### src/rtl/ro_sampler_ctrl.sv
// Ring-oscillator bank sequencer for the TRNG: warms the oscillators up,
// samples the XOR of their synchronized outputs at a fixed rate, removes
// bias with von Neumann pairing, runs a repetition-count health test and
// packs the debiased bits into words delivered over valid/ready.
//
// state    | meaning
// ---------+----------------------------------------------------------
// S_IDLE   | stopped; oscillators in even mode, all datapath cleared
// S_WARMUP | all oscillators in odd mode while they settle
// S_SAMPLE | divider running, raw bits sampled, debiased and packed
// S_HOLD   | complete word presented; divider frozen until accepted
// S_FAIL   | repetition test tripped; sticky until enable drops
module ro_sampler_ctrl #(
  parameter int NUM_RO     = 4,
  parameter int WORD_W     = 32,
  parameter int SAMPLE_DIV = 16,
  parameter int WARMUP_CYC = 64,
  parameter int REP_LIMIT  = 32
) (
  input  logic              clk,
  input  logic              rst_n,
  input  logic              enable,
  input  logic [NUM_RO-1:0] ro_out,
  output logic [NUM_RO-1:0] ro_ctrl,
  output logic [WORD_W-1:0] rnd_data,
  output logic              rnd_valid,
  input  logic              rnd_ready,
  output logic              health_fail,
  output logic              busy
);

  localparam int WW = (WARMUP_CYC > 1) ? $clog2(WARMUP_CYC) : 1;
  localparam int DW = $clog2(SAMPLE_DIV);
  localparam int BW = $clog2(WORD_W + 1);
  localparam int RW = $clog2(REP_LIMIT + 1);

  // Warm-up and divider are down-counters: loaded with N-1, terminal at 0.
  localparam logic [WW-1:0] WARM_LOAD = WW'(WARMUP_CYC - 1);
  localparam logic [DW-1:0] DIV_LOAD  = DW'(SAMPLE_DIV - 1);
  localparam logic [BW-1:0] BIT_LAST  = BW'(WORD_W - 1);
  localparam logic [RW-1:0] REP_TRIP  = RW'(REP_LIMIT);

  typedef enum logic [2:0] {
    S_IDLE   = 3'd0,
    S_WARMUP = 3'd1,
    S_SAMPLE = 3'd2,
    S_HOLD   = 3'd3,
    S_FAIL   = 3'd4
  } state_e;

  state_e state_q, state_d;

  logic [NUM_RO-1:0] ro_meta_q, ro_sync_q;
  logic              raw;

  logic [WW-1:0]     warm_q, warm_d;
  logic [DW-1:0]     div_q, div_d;
  logic [BW-1:0]     bitcnt_q, bitcnt_d;
  logic [RW-1:0]     rep_q, rep_d;
  logic              prev_q, prev_d;
  logic              pair_q, pair_d;
  logic              first_q, first_d;
  logic [WORD_W-1:0] data_q, data_d;
  logic [NUM_RO-1:0] pat_q, pat_d;

  logic              tick;
  logic              warm_done;
  logic [RW-1:0]     rep_next;
  logic              health_trip;
  logic              bit_ok;
  logic              word_done;

  // Two-flop synchronizer for the free-running oscillator outputs
  always_ff @(posedge clk or negedge rst_n) begin
    if (!rst_n) begin
      ro_meta_q <= '0;
      ro_sync_q <= '0;
    end else begin
      ro_meta_q <= ro_out;
      ro_sync_q <= ro_meta_q;
    end
  end

  assign raw = ^ro_sync_q;

  // Sample tick, health and debiasing conditions shared by FSM and datapath
  always_comb begin
    tick        = (state_q == S_SAMPLE) && (div_q == '0);
    warm_done   = (warm_q == '0);
    rep_next    = ((rep_q != '0) && (raw == prev_q)) ? rep_q + 1'b1 : RW'(1);
    health_trip = tick && (rep_next == REP_TRIP);
    // A differing pair always yields its first sample as the output bit.
    bit_ok      = tick && pair_q && (first_q != raw);
    word_done   = bit_ok && (bitcnt_q == BIT_LAST);
  end

  // State register
  always_ff @(posedge clk or negedge rst_n) begin
    if (!rst_n) state_q <= S_IDLE;
    else        state_q <= state_d;
  end

  // Next-state logic; dropping enable overrides everything
  always_comb begin
    state_d = state_q;
    case (state_q)
      S_IDLE:   if (enable) state_d = S_WARMUP;
      S_WARMUP: if (warm_done) state_d = S_SAMPLE;
      S_SAMPLE: begin
        if (health_trip)    state_d = S_FAIL;
        else if (word_done) state_d = S_HOLD;
      end
      S_HOLD:   if (rnd_ready) state_d = S_SAMPLE;
      S_FAIL:   state_d = S_FAIL;
      default:  state_d = S_IDLE;
    endcase
    if (!enable) state_d = S_IDLE;
  end

  // Outputs decoded from the registered state only (no path from rnd_ready)
  always_comb begin
    ro_ctrl     = '0;
    rnd_valid   = 1'b0;
    health_fail = 1'b0;
    busy        = 1'b0;
    case (state_q)
      S_WARMUP: begin
        ro_ctrl = '1;
        busy    = 1'b1;
      end
      S_SAMPLE: begin
        ro_ctrl = pat_q;
        busy    = 1'b1;
      end
      S_HOLD: begin
        ro_ctrl   = pat_q;
        busy      = 1'b1;
        rnd_valid = 1'b1;
      end
      S_FAIL:  health_fail = 1'b1;
      default: ;
    endcase
  end

  assign rnd_data = data_q;

  // Datapath next-state: counters, debiaser, shift register, ctrl pattern
  always_comb begin
    warm_d   = warm_q;
    div_d    = div_q;
    bitcnt_d = bitcnt_q;
    rep_d    = rep_q;
    prev_d   = prev_q;
    pair_d   = pair_q;
    first_d  = first_q;
    data_d   = data_q;
    pat_d    = pat_q;
    case (state_q)
      S_WARMUP: begin
        if (!warm_done) warm_d = warm_q - 1'b1;
        div_d    = DIV_LOAD;
        pair_d   = 1'b0;
        bitcnt_d = '0;
        pat_d    = '0;
      end
      S_SAMPLE: begin
        if (tick) begin
          div_d  = DIV_LOAD;
          rep_d  = rep_next;
          prev_d = raw;
          pair_d = ~pair_q;
          if (!pair_q) first_d = raw;
          if (bit_ok) begin
            data_d   = {data_q[WORD_W-2:0], first_q};
            bitcnt_d = bitcnt_q + 1'b1;
          end
          if (word_done && !health_trip) pat_d = pat_q + 1'b1;
        end else begin
          div_d = div_q - 1'b1;
        end
      end
      S_HOLD: begin
        if (rnd_ready) begin
          bitcnt_d = '0;
          div_d    = DIV_LOAD;
        end
      end
      default: ;
    endcase
    // Entering or staying in IDLE discards any partial or pending word.
    if (state_d == S_IDLE) begin
      warm_d   = WARM_LOAD;
      div_d    = DIV_LOAD;
      bitcnt_d = '0;
      rep_d    = '0;
      prev_d   = 1'b0;
      pair_d   = 1'b0;
      first_d  = 1'b0;
      data_d   = '0;
      pat_d    = '0;
    end
  end

  // Datapath registers
  always_ff @(posedge clk or negedge rst_n) begin
    if (!rst_n) begin
      warm_q   <= WARM_LOAD;
      div_q    <= DIV_LOAD;
      bitcnt_q <= '0;
      rep_q    <= '0;
      prev_q   <= 1'b0;
      pair_q   <= 1'b0;
      first_q  <= 1'b0;
      data_q   <= '0;
      pat_q    <= '0;
    end else begin
      warm_q   <= warm_d;
      div_q    <= div_d;
      bitcnt_q <= bitcnt_d;
      rep_q    <= rep_d;
      prev_q   <= prev_d;
      pair_q   <= pair_d;
      first_q  <= first_d;
      data_q   <= data_d;
      pat_q    <= pat_d;
    end
  end

endmodule

### config.mk
export PLATFORM = sky130hd
export DESIGN_NAME = ro_sampler_ctrl
export DESIGN_NICKNAME = d
export VERILOG_FILES = /design/src/rtl/ro_sampler_ctrl.sv
export SDC_FILE = /design/constraint.sdc
export NUM_CORES = 1
export LEC_CHECK = 0
export CAP_MARGIN = 5
export CELL_PAD_IN_SITES_DETAIL_PLACEMENT = 1
export CELL_PAD_IN_SITES_GLOBAL_PLACEMENT = 2
export CORE_UTILIZATION = 38
export CTS_BUF_LIST = sky130_fd_sc_hd__clkbuf_4
export DETAILED_ROUTE_END_ITERATION = 10
export GPL_TIMING_DRIVEN = 1
export PLACE_DENSITY_LB_ADDON = 0.08
export SYNTH_ARGS = -nofsm -noshare
export SYNTH_HDL_FRONTEND = slang
export SYNTH_SLANG_ARGS = --single-unit
### constraint.sdc
create_clock -name clk -period 3.95 [get_ports clk]
set_input_delay 0.5925 -clock clk [delete_from_list [all_inputs] [get_ports clk]]
set_output_delay 0.5925 -clock clk [all_outputs]
set_load 0.02 [all_outputs]
==> out/metrics.cfg, run 1 <==
[status]
status = completed

[worst_setup_path]
path_buf_inv = 1
critPathMaxFanout = 17
worst_ep_required_time_ns = 3.36
path_delay_family = flip-flops
arrival_ns = 2.17
worstSetupPathType = flip-flop to primary output
rr_worst_depth = 4
r2r_setup_slack_ns = 1.34
cp-end-kind = primary output
slowest_delay_ns = 0.64
r2r_end = bitcnt_q[4]$_DFFE_PN0P_
timing.rr.start = state_q[1]$_DFF_PN0_
worstSetupStartpointType = flip-flop
crit_slowest_cell = dfrtp_1
crit_chain = o21ai_0, a21oi_1, clkdlybuf4s50_1

[pwr]
internal_power_w = 0.00110
seq_power_share = 0.530
switching_power_w = 0.000319
switching_share = 0.225
power.density_nw_per_um2 = 340
peakVddDrop_mv = 0.183
fin_total_pwr_w = 0.00142
combPwrFrac = 0.055
pwr-share-clk = 0.416
cellLeakagePower_nw = 1.74

[clock_network]
root_buffer = clkbuf_4
ctsHoldBuffers = 0
cts_inserted_buffers = 9
cts_buffer_depth = 2
cts_setup_buffers = 0
worst_skew_pair.late_latency_ns = 0.42
cts_tree = done
cts_sinks = 72
htree_levels = 3
cts-resized-gates = 0
clk_pin_slew_ns = 0.12

[detailed_routing]
wirelength_met1_mm = 4.08
first_pass_iters = 4
drcViolationCount = 0
initialDrtViolationCount = 104
drt_wl_total_mm = 8.24
viasPerCell = 5.35
top_layer = met4
routed-via-count = 2759
dr_wl_met3_um = 280
routedWlPerCell_um = 16.0
wl_met2_mm = 3.82
antenna_left = 0

[logic_synthesis]
synth_top_family_by_area = simple AND/OR/NAND/NOR gates
synthArstFlopShare = 1.00
ys_types = 56
synth_cells = 360
synth-simple-area-share = 0.192
synth_edf_count = 0
syn-cell-area_sq_um = 3440
synth.area.mux_share = 0.00327
synth-xor-area-share = 0.0356
ys_seq_elements = 72
ys_seq_area_frac = 0.527
syn_area_per_cell_sq_um = 9.56
synth_flop_cell = dfrtp_1
synth_compound_area_frac = 0.174
yosysWarnings = 0
synth_fa_ha_area_frac = 0.0291
synth_nets = 376

[finish]
layout_common_cells = nand2_1 (81), dfrtp_1 (62), a21oi_1 (47)
final_layout_size_suffix_gt1_frac = 0.118
nets = 419
layout_commonest_cell = nand2_1
antennaDiodeCount = 0
layout-area-overhead-vs-synth_pct = 21.0

[timing]
finalCritPeriodShare = 0.698
fmax_ghz = 0.363
relSlewSlack = 0.247
rsz0062_at_grt = false
layout_setup_ws_ns = 1.19
maxSlewViolCount = 0
setup_viol = 0
fin_tns_setup_ns = 0
tightest_slew_ns = 1.13
hold_viol = 0
finalCriticalPeriod_ns = 2.76
holdWs_ns = 0.215
fin_skew_ns = 0.0141

[global_route]
grt_max_degree = 43
grt_usage = 0.191
globalRouteOverflowTotal = 0
antenna_found_initial = 0
grt_pass1_vias = 2861
grt_pass1_wl_mm = 14.5

[place]
place_ws_ns = 1.34
dp_hpwl_mm = 5.46
gp_congestion = 0.746
io_buffers = 46

[floorplanning]
core_area_sq_um = 8760
dieArea_sq_um = 9450
start_util = 0.393
rows = 34
boundaryPins = 47
die_x_um = 97.2
die_h_um = 97.2

[job]
max_cap_violations = 0

[hold_path]
worstHoldPathType = input port to asynchronous set/reset pin

through the flow:
stage | util | std cells | area, sq um
finish | 0.475 | 516 | 4170
global route | 0.475 | 516 | 4170
floorplan | - | 360 | 3440
CTS | 0.475 | 516 | 4170
global placement | 0.455 | 500 | 3980
detailed placement | 0.455 | 500 | 3980
layout make-up:
class	count	area [sq um]
clock buffer	10	75.1
clock inverter	6	108
fill	1036	4600
inverter	15	56.3
multi-input combinational	255	1490
sequential	72	1810
tap	108	135
timing repair buffer	50	485
how the worst max path moves through the flow:
stage,slack [ns],cells after the start,endpoint,startpoint
2_1_floorplan,1.69,8,pat_q[2]$_DFFE_PN0P_,rep_q[0]$_DFFE_PN0P_
3_3_place_gp,1.40,6,pat_q[2]$_DFFE_PN0P_,enable
3_5_place_dp,1.34,4,bitcnt_q[4]$_DFFE_PN0P_,state_q[1]$_DFF_PN0_
4_1_cts,1.14,3,ro_ctrl[3],state_q[1]$_DFF_PN0_
5_1_grt,1.06,3,ro_ctrl[3],state_q[1]$_DFF_PN0_
6_report,1.19,3,ro_ctrl[3],state_q[1]$_DFF_PN0_
cell families after synthesis:
family	after synthesis
flops	72
compound gates	97
xor+xnor	10
mux	1
buf+inv	33
fa+ha+maj	8
simple gates	139
routing by layer:
| layer | up-vias | global-route usage |
|---|---|---|
| met2 | 42 | 0.298 |
| met1 | 1378 | 0.268 |
| met4 | 0 | 0.0459 |
| met3 | 5 | 0.0468 |
| li1 | 1334 | - |
| met5 | - | 0 |
sequential cells by signal (all words and copies together), names as in the netlist:
name,cells
rep_q,6
ro_meta_q,4
ro_sync_q,4
first_q,1
pat_q,4
state_q,3
prev_q,1
bitcnt_q,6
warm_q,6
div_q,4
rnd_data,32
pair_q,1
power groups by stage:
stage	logic [W]	clock network, W	registers [W]
after global placement	0.0000784	0	0.000764
after detailed placement	0.0000789	0	0.000765
final	0.0000774	0.000590	0.000751
after global routing	0.0000875	0.000644	0.000753
after floorplan	0.0000403	0	0.000763
after CTS	0.0000796	0.000615	0.000751
cells in the mapped netlist (2+ instances only):
library cell | count | share of area
or3b_2 | 2 | 0.0051
nand4_1 | 2 | 0.0036
xnor2_1 | 6 | 0.015
inv_1 | 15 | 0.016
a31o_2 | 2 | 0.0051
clkbuf_1 | 10 | 0.011
a211o_1 | 4 | 0.010
and3_1 | 5 | 0.0091
a211oi_1 | 5 | 0.011
and2_1 | 2 | 0.0036
o21ai_0 | 12 | 0.017
ha_1 | 8 | 0.029
nor3_1 | 5 | 0.0073
a31oi_1 | 11 | 0.020
xnor3_1 | 2 | 0.013
nor4_1 | 2 | 0.0036
buf_2 | 7 | 0.010
nor3b_1 | 3 | 0.0065
or3_1 | 2 | 0.0036
a21o_1 | 2 | 0.0044
nor2_1 | 15 | 0.016
a21oi_1 | 47 | 0.068
nand3_1 | 6 | 0.0087
nand2_1 | 81 | 0.088
dfstp_2 | 10 | 0.076
dfrtp_1 | 62 | 0.45
a32o_1 | 2 | 0.0058
o211ai_1 | 2 | 0.0044
Power figures use the tool's default switching activity.
==> inputs of run 2 (changes only) <==
CORE_UTILIZATION = 32   (was 38)
clock period = 2.25 ns   (was 3.95 ns; I/O delays follow)
==> run 2 against run 1 <==
Net effect: clock skew is essentially flat; critical path type is now flip-flop to flip-flop; total power is 62% higher; flip-flop and latch count unchanged; largest power group unchanged; clock power rose by 39%; die area up 18%; setup slack got worse by 1.1 ns; critical endpoint is now pat_q[3]$_DFFE_PN0P_; core utilization fell by 4.6 points; via count rose by 2.8%.
==> out/metrics.cfg, run 2 (synthesis gave the netlist of run 1 again) <==
[finish]
largest_reg_flops = 32  ; unchanged
final_layout_size_suffix_gt1_frac = 0.193  ; was 0.118
instances_no_fill = 572  ; was 516
nets = 447  ; was 419
layout-area-overhead-vs-synth_pct = 29.4  ; was 21.0%
antennaDiodeCount = 0  ; unchanged
layout_common_cells = nand2_1 (81), dfrtp_1 (58), a21oi_1 (47)  ; was nand2_1 (81), dfrtp_1 (62), a21oi_1 (47)
layout_commonest_cell = nand2_1  ; unchanged
postLayoutCoreUtil = 0.430  ; was 0.475

[place]
gp_congestion = 0.763  ; was 0.746
io_buffers = 46  ; unchanged
placed_cells = 551  ; was 500
dp_hpwl_mm = 6.01  ; was 5.46 mm

[timing]
finalCriticalPeriod_ns = 2.19
holdWs_ns = 0.358  ; was 0.215 ns
maxSlewViolCount = 0  ; unchanged
setup_viol = 0  ; unchanged
relSlewSlack = 0.492  ; was 0.247
fin_skew_ns = 0.0138  ; was 0.0141 ns
tightest_slew_ns = 0.756  ; was 1.13 ns
fin_tns_setup_ns = 0  ; unchanged
rsz0062_at_grt = false  ; unchanged
fmax_ghz = 0.456
hold_viol = 0  ; unchanged
finalCritPeriodShare = 0.974

[detailed_routing]
initialDrtViolationCount = 92  ; was 104
antenna_left = 0  ; unchanged
routed-via-count = 2837  ; was 2759
first_pass_iters = 4  ; unchanged
drt_wl_total_mm = 8.56  ; was 8.24 mm
routedWlPerCell_um = 15.0  ; was 16.0 um
drcViolationCount = 0  ; unchanged
viasPerCell = 4.96  ; was 5.35

[clock_network]
cts_sinks = 72  ; unchanged
cts_tree = done  ; unchanged
cts_buffer_depth = 2  ; unchanged
cts_inserted_buffers = 9  ; unchanged
clk_pin_slew_ns = 0.12  ; about the same
root_buffer = clkbuf_4  ; unchanged
htree_levels = 3  ; unchanged
worst_skew_pair.late_latency_ns = 0.41  ; was 0.42 ns

[worst_setup_path]
path_delay_family = compound AO/OA/AOI/OAI gates  ; was flip-flops
worstSetupStartpointType = flip-flop  ; unchanged
critPathMaxFanout = 8  ; was 17
timing.rr.start = rep_q[0]$_DFFE_PN0P_  ; was state_q[1]$_DFF_PN0_
r2r_setup_slack_ns = 0.06  ; was 1.34 ns
r2r_end = pat_q[3]$_DFFE_PN0P_  ; was bitcnt_q[4]$_DFFE_PN0P_
rr_worst_depth = 7  ; was 4
path_buf_inv = 0  ; was 1
arrival_ns = 2.49  ; was 2.17 ns
cp-end-kind = flip-flop  ; was primary output
crit_chain = ha_4, a31o_2, a211o_1, a221o_1, o211a_4, and4_1, a211o_1  ; was o21ai_0, a21oi_1, clkdlybuf4s50_1
cp_common_cell = a211o_1
slowest_delay_ns = 0.46  ; was 0.64 ns
worst_ep_required_time_ns = 2.55  ; was 3.36 ns
worstSetupPathType = flip-flop to flip-flop  ; was flip-flop to primary output
crit_slowest_cell = dfrtp_2  ; was dfrtp_1

[global_route]
grt_max_degree = 37  ; was 43
antenna_found_initial = 0  ; unchanged
globalRouteOverflowTotal = 0  ; unchanged
grt_pass1_wl_mm = 14.7  ; was 14.5 mm
grt_usage = 0.167  ; was 0.191
grt_pass1_vias = 2971  ; was 2861

[floorplanning]
die_h_um = 106  ; was 97.2 um
core_area_sq_um = 10400  ; was 8760 sq um
dieArea_sq_um = 11200  ; was 9450 sq um
die_x_um = 106  ; was 97.2 um
start_util = 0.332  ; was 0.393
boundaryPins = 47  ; unchanged
rows = 37  ; was 34

[pwr]
cellLeakagePower_nw = 1.90  ; was 1.74 nW
power.density_nw_per_um2 = 514  ; was 340 nW/um^2
peakVddDrop_mv = 0.332  ; was 0.183 mV

[status]
status = completed  ; unchanged

[hold_path]
min_from = ro_out[1]
hold_end = ro_meta_q[1]$_DFF_PN0_
worstHoldPathType = input port to flip-flop  ; was input port to asynchronous set/reset pin
hold_depth = 1

[job]
max_cap_violations = 0  ; unchanged

## run 2: worst max path at each step
stage                    startpoint                    to  cells after the start
6_report       rep_q[0]$_DFFE_PN0P_  pat_q[3]$_DFFE_PN0P_                      7
5_1_grt        rep_q[0]$_DFFE_PN0P_  pat_q[2]$_DFFE_PN0P_                      7
4_1_cts        rep_q[0]$_DFFE_PN0P_  pat_q[3]$_DFFE_PN0P_                      7
3_5_place_dp   div_q[1]$_DFFE_PN1P_  pat_q[3]$_DFFE_PN0P_                      8
3_3_place_gp   rep_q[1]$_DFFE_PN0P_  pat_q[2]$_DFFE_PN0P_                      7
2_1_floorplan  rep_q[1]$_DFFE_PN0P_  pat_q[3]$_DFFE_PN0P_                      8
## run 2: area by class of cell
cell class                 count  area (sq um)
multi-input combinational    255          1530
inverter                      15          56.3
sequential                    72          1820
timing repair buffer          78           743
clock buffer                   9          67.6
tap                          136           170
fill                        1201          5910
clock inverter                 7          71.3
## run 2: repair_timing
| action | in CTS | in global routing |
|---|---|---|
| endpoints found under the hold margin | 15 | 0 |
| resized for setup | 10 | 9 |
| pin swaps | 0 | 2 |
| buffers inserted | 2 | 2 |
| hold buffers | 1 | 0 |
| endpoints found under the setup margin | 8 | 40 |
## run 2: power breakdown
| part | switching (W) | total, W | internal, W |
|---|---|---|---|
| Clock | 0.000483 | 0.000822 | 0.000338 |
| Combinational | 0.0000935 | 0.000151 | 0.0000578 |
| Sequential | 0.00000814 | 0.00132 | 0.00131 |
| Total | 0.000585 | 0.00229 | 0.00171 |
## run 2: worst register-to-register path, cell delays in order (launching register included)
cell     delay [ns]
dfrtp_2        0.46
ha_4           0.19
a31o_2         0.24
a211o_1        0.26
a221o_1        0.29
o211a_4        0.28
and4_1         0.16
a211o_1        0.22
## run 2: stage by stage
stage / power (W) / setup WS (ns) / cell area [sq um]
2_1_floorplan: 0.00141 / 0.0161 / 3450
3_3_place_gp: 0.00150 / 0.0593 / 4240
4_1_cts: 0.00234 / 0.00540 / 4410
5_1_grt: 0.00241 / 0.00434 / 4460
3_5_place_dp: 0.00150 / 0.00493 / 4240
6_report: 0.00229 / 0.0583 / 4460
## run 2: per-layer routing
metal,wire (um),vias up,track usage,share of wire
met5,0,-,0,0
met3,197,6,0.0346,0.023
met2,4030,30,0.267,0.47
met1,4260,1413,0.228,0.50
li1,-,1388,-,-
met4,78,0,0.0506,0.0091
==> inputs of run 3 (changes only) <==
CORE_MARGIN = 1   (was unset)
SETUP_SLACK_MARGIN = 0.4   (was unset)
==> run 3 against run 2 <==
Net effect: clock power rose by 18%; core utilization rose by 8.9 points; critical path depth unchanged; routed wire length is 20% higher; non-clock buffer count grew 27; cell count is 4.7% higher; sequential share of layout area decreased by 7.0 points; flip-flop and latch count unchanged; register-to-register slack gained 0.04 ns; cell area is 21% higher; total power is 8.0% higher.
==> out/metrics.cfg, run 3 (synthesis gave the netlist of run 1 again) <==
[clock_network]
root_buffer = clkbuf_4  ; unchanged
cts_buffer_depth = 2  ; unchanged
cts_sinks = 72  ; unchanged
clk_pin_slew_ns = 0.13  ; was 0.12 ns
cts_inserted_buffers = 9  ; unchanged
cts_tree = done  ; unchanged
worst_skew_pair.late_latency_ns = 0.43  ; was 0.41 ns
htree_levels = 3  ; unchanged

[place]
dp_hpwl_mm = 6.12  ; was 6.01 mm
placed_area_sq_um = 4280  ; was 4240 sq um
gp_congestion = 0.766  ; was 0.763
place_ws_ns = 0.0556  ; was 0.00493 ns
placed_cells = 553  ; was 551
io_buffers = 46  ; unchanged

[detailed_routing]
routed-via-count = 3040  ; was 2837
drcViolationCount = 0  ; unchanged
drt_wl_total_mm = 10.2  ; was 8.56 mm
first_pass_iters = 4  ; unchanged
antenna_left = 0  ; unchanged
initialDrtViolationCount = 77  ; was 92
viasPerCell = 5.08  ; was 4.96
routedWlPerCell_um = 17.1  ; was 15.0 um

[worst_setup_path]
crit_chain = ha_2, a31o_4, a211o_1, a221o_1, o211a_4, and4_1, a211o_1  ; was ha_4, a31o_2, a211o_1, a221o_1, o211a_4, and4_1, a211o_1
slowest_delay_ns = 0.42  ; was 0.46 ns
cp_common_cell = a211o_1  ; unchanged
critPathMaxFanout = 8  ; unchanged
timing.rr.start = rep_q[1]$_DFFE_PN0P_  ; was rep_q[0]$_DFFE_PN0P_
r2r_setup_slack_ns = 0.1  ; was 0.06 ns
cp-end-kind = flip-flop  ; unchanged
startpoint = rep_q[1]$_DFFE_PN0P_  ; was rep_q[0]$_DFFE_PN0P_
crit_slowest_cell = dfrtp_1  ; was dfrtp_2
worstSetupStartpointType = flip-flop  ; unchanged
rr_worst_depth = 7  ; unchanged
worstSetupPathType = flip-flop to flip-flop  ; unchanged
r2r_end = pat_q[3]$_DFFE_PN0P_  ; unchanged
crit_path_end = pat_q[3]$_DFFE_PN0P_  ; unchanged
worst_ep_required_time_ns = 2.57  ; was 2.55 ns
arrival_ns = 2.47  ; was 2.49 ns

[hold_path]
worstHoldPathType = flip-flop to flip-flop  ; was input port to flip-flop
hold_depth = 0  ; was 1

[global_route]
grt_pass1_vias = 3117  ; was 2971
antenna_found_initial = 0  ; unchanged
grt_usage = 0.183  ; was 0.167
grt_max_degree = 43  ; was 37
globalRouteOverflowTotal = 0  ; unchanged
grt_pass1_wl_mm = 15.8  ; was 14.7 mm

[finish]
nets = 474  ; was 447
layout-area-overhead-vs-synth_pct = 56.4  ; was 29.4%
instances_no_fill = 599  ; was 572
largest_reg_flops = 32  ; unchanged
final_area_sq_um = 5380  ; was 4460 sq um
layout_common_cells = dfrtp_1 (58), nand2_1 (51), buf_4 (38)  ; was nand2_1 (81), dfrtp_1 (58), a21oi_1 (47)
layout_commonest_cell = dfrtp_1  ; was nand2_1
antennaDiodeCount = 0  ; unchanged
final_layout_size_suffix_gt1_frac = 0.451  ; was 0.193

[floorplanning]
start_util = 0.332  ; unchanged
rows = 37  ; unchanged
boundaryPins = 47  ; unchanged
die_x_um = 106  ; unchanged
die_h_um = 106  ; unchanged
dieArea_sq_um = 11200  ; unchanged
core_area_sq_um = 10400  ; unchanged

[pwr]
fin_total_pwr_w = 0.00247  ; was 0.00229 W
peakVddDrop_mv = 0.290  ; was 0.332 mV
cellLeakagePower_nw = 2.51  ; was 1.90 nW
power.density_nw_per_um2 = 460  ; was 514 nW/um^2

[timing]
hold_viol = 0  ; unchanged
relSlewSlack = 0.646  ; was 0.492
fin_tns_setup_ns = 0  ; unchanged
rsz0062_at_grt = true  ; was false
finalCriticalPeriod_ns = 2.15  ; was 2.19 ns
fin_skew_ns = 0.0129  ; was 0.0138 ns
maxSlewViolCount = 0  ; unchanged
fmax_ghz = 0.465  ; was 0.456 GHz
layout_setup_ws_ns = 0.0989  ; was 0.0583 ns
tightest_slew_ns = 0.530  ; was 0.756 ns
finalCritPeriodShare = 0.956  ; was 0.974
setup_viol = 0  ; unchanged

[status]
status = completed  ; unchanged

[job]
max_cap_violations = 0  ; unchanged

## run 3: changes by cell type in the layout (fill, tap and decap cells not counted), sizes merged
| cell | before | now |
|---|---|---|
| buf | 32 | 63 |
| clkdlybuf4s50 | 38 | 21 |
| dlymetal6s2s | 1 | 16 |
| clkinv | 3 | 1 |
| clkbuf | 9 | 13 |
| bufinv | 1 | 2 |
| dlygate4sd2 | 6 | 1 |
## run 3: layout make-up
cell class,instances,area [sq um]
clock buffer,10,75.1
clock inverter,6,92.6
fill,1120,4990
inverter,15,56.3
multi-input combinational,255,2040
sequential,72,1820
tap,136,170
timing repair buffer,105,1130
## run 3: repair_timing
| action | 4_1_cts | 5_1_grt |
|---|---|---|
| cloned | 3 | 3 |
| hold endpoints to repair | 13 | 0 |
| endpoints found under the setup margin | 62 | 73 |
| resized for setup | 58 | 162 |
| pin swaps | 6 | 69 |
| buffers inserted | 9 | 14 |
| hold buffers | 1 | 0 |
## run 3: stage by stage
step	hold WS (ns)	utilization
4_1_cts	0.320	0.449
2_1_floorplan	0.0419	-
3_3_place_gp	0.310	0.412
5_1_grt	0.316	0.519
3_5_place_dp	0.313	0.412
6_report	0.349	0.519
## run 3: power by group
group	internal (W)	switching (W)
Combinational	0.0000762	0.000108
Sequential	0.00131	0.0000106
Clock	0.000468	0.000501
## run 3: worst min-delay path by stage
stage                                 from                       to
global route                     ro_out[2]   ro_meta_q[2]$_DFF_PN0_
floorplan                            rst_n  bitcnt_q[0]$_DFFE_PN0P_
global placement                     rst_n     rep_q[3]$_DFFE_PN0P_
CTS                              ro_out[2]   ro_meta_q[2]$_DFF_PN0_
finish              ro_meta_q[3]$_DFF_PN0_   ro_sync_q[3]$_DFF_PN0_
detailed placement                   rst_n     rep_q[3]$_DFFE_PN0P_
## run 3: layer usage
layer	track usage	share of wire
met1	0.246	0.47
met2	0.293	0.50
met3	0.0408	0.024
met4	0.0565	0.0087
met5	0	0
## run 3: critical path, delay by kind of cell, from the launching register on
family | cells | cell delay, ns
AO/OA/AOI/OAI | 5 | 1.27
flip-flops | 1 | 0.42
adder cells (fa/ha/maj) | 1 | 0.22
AND/OR/NAND/NOR | 1 | 0.15
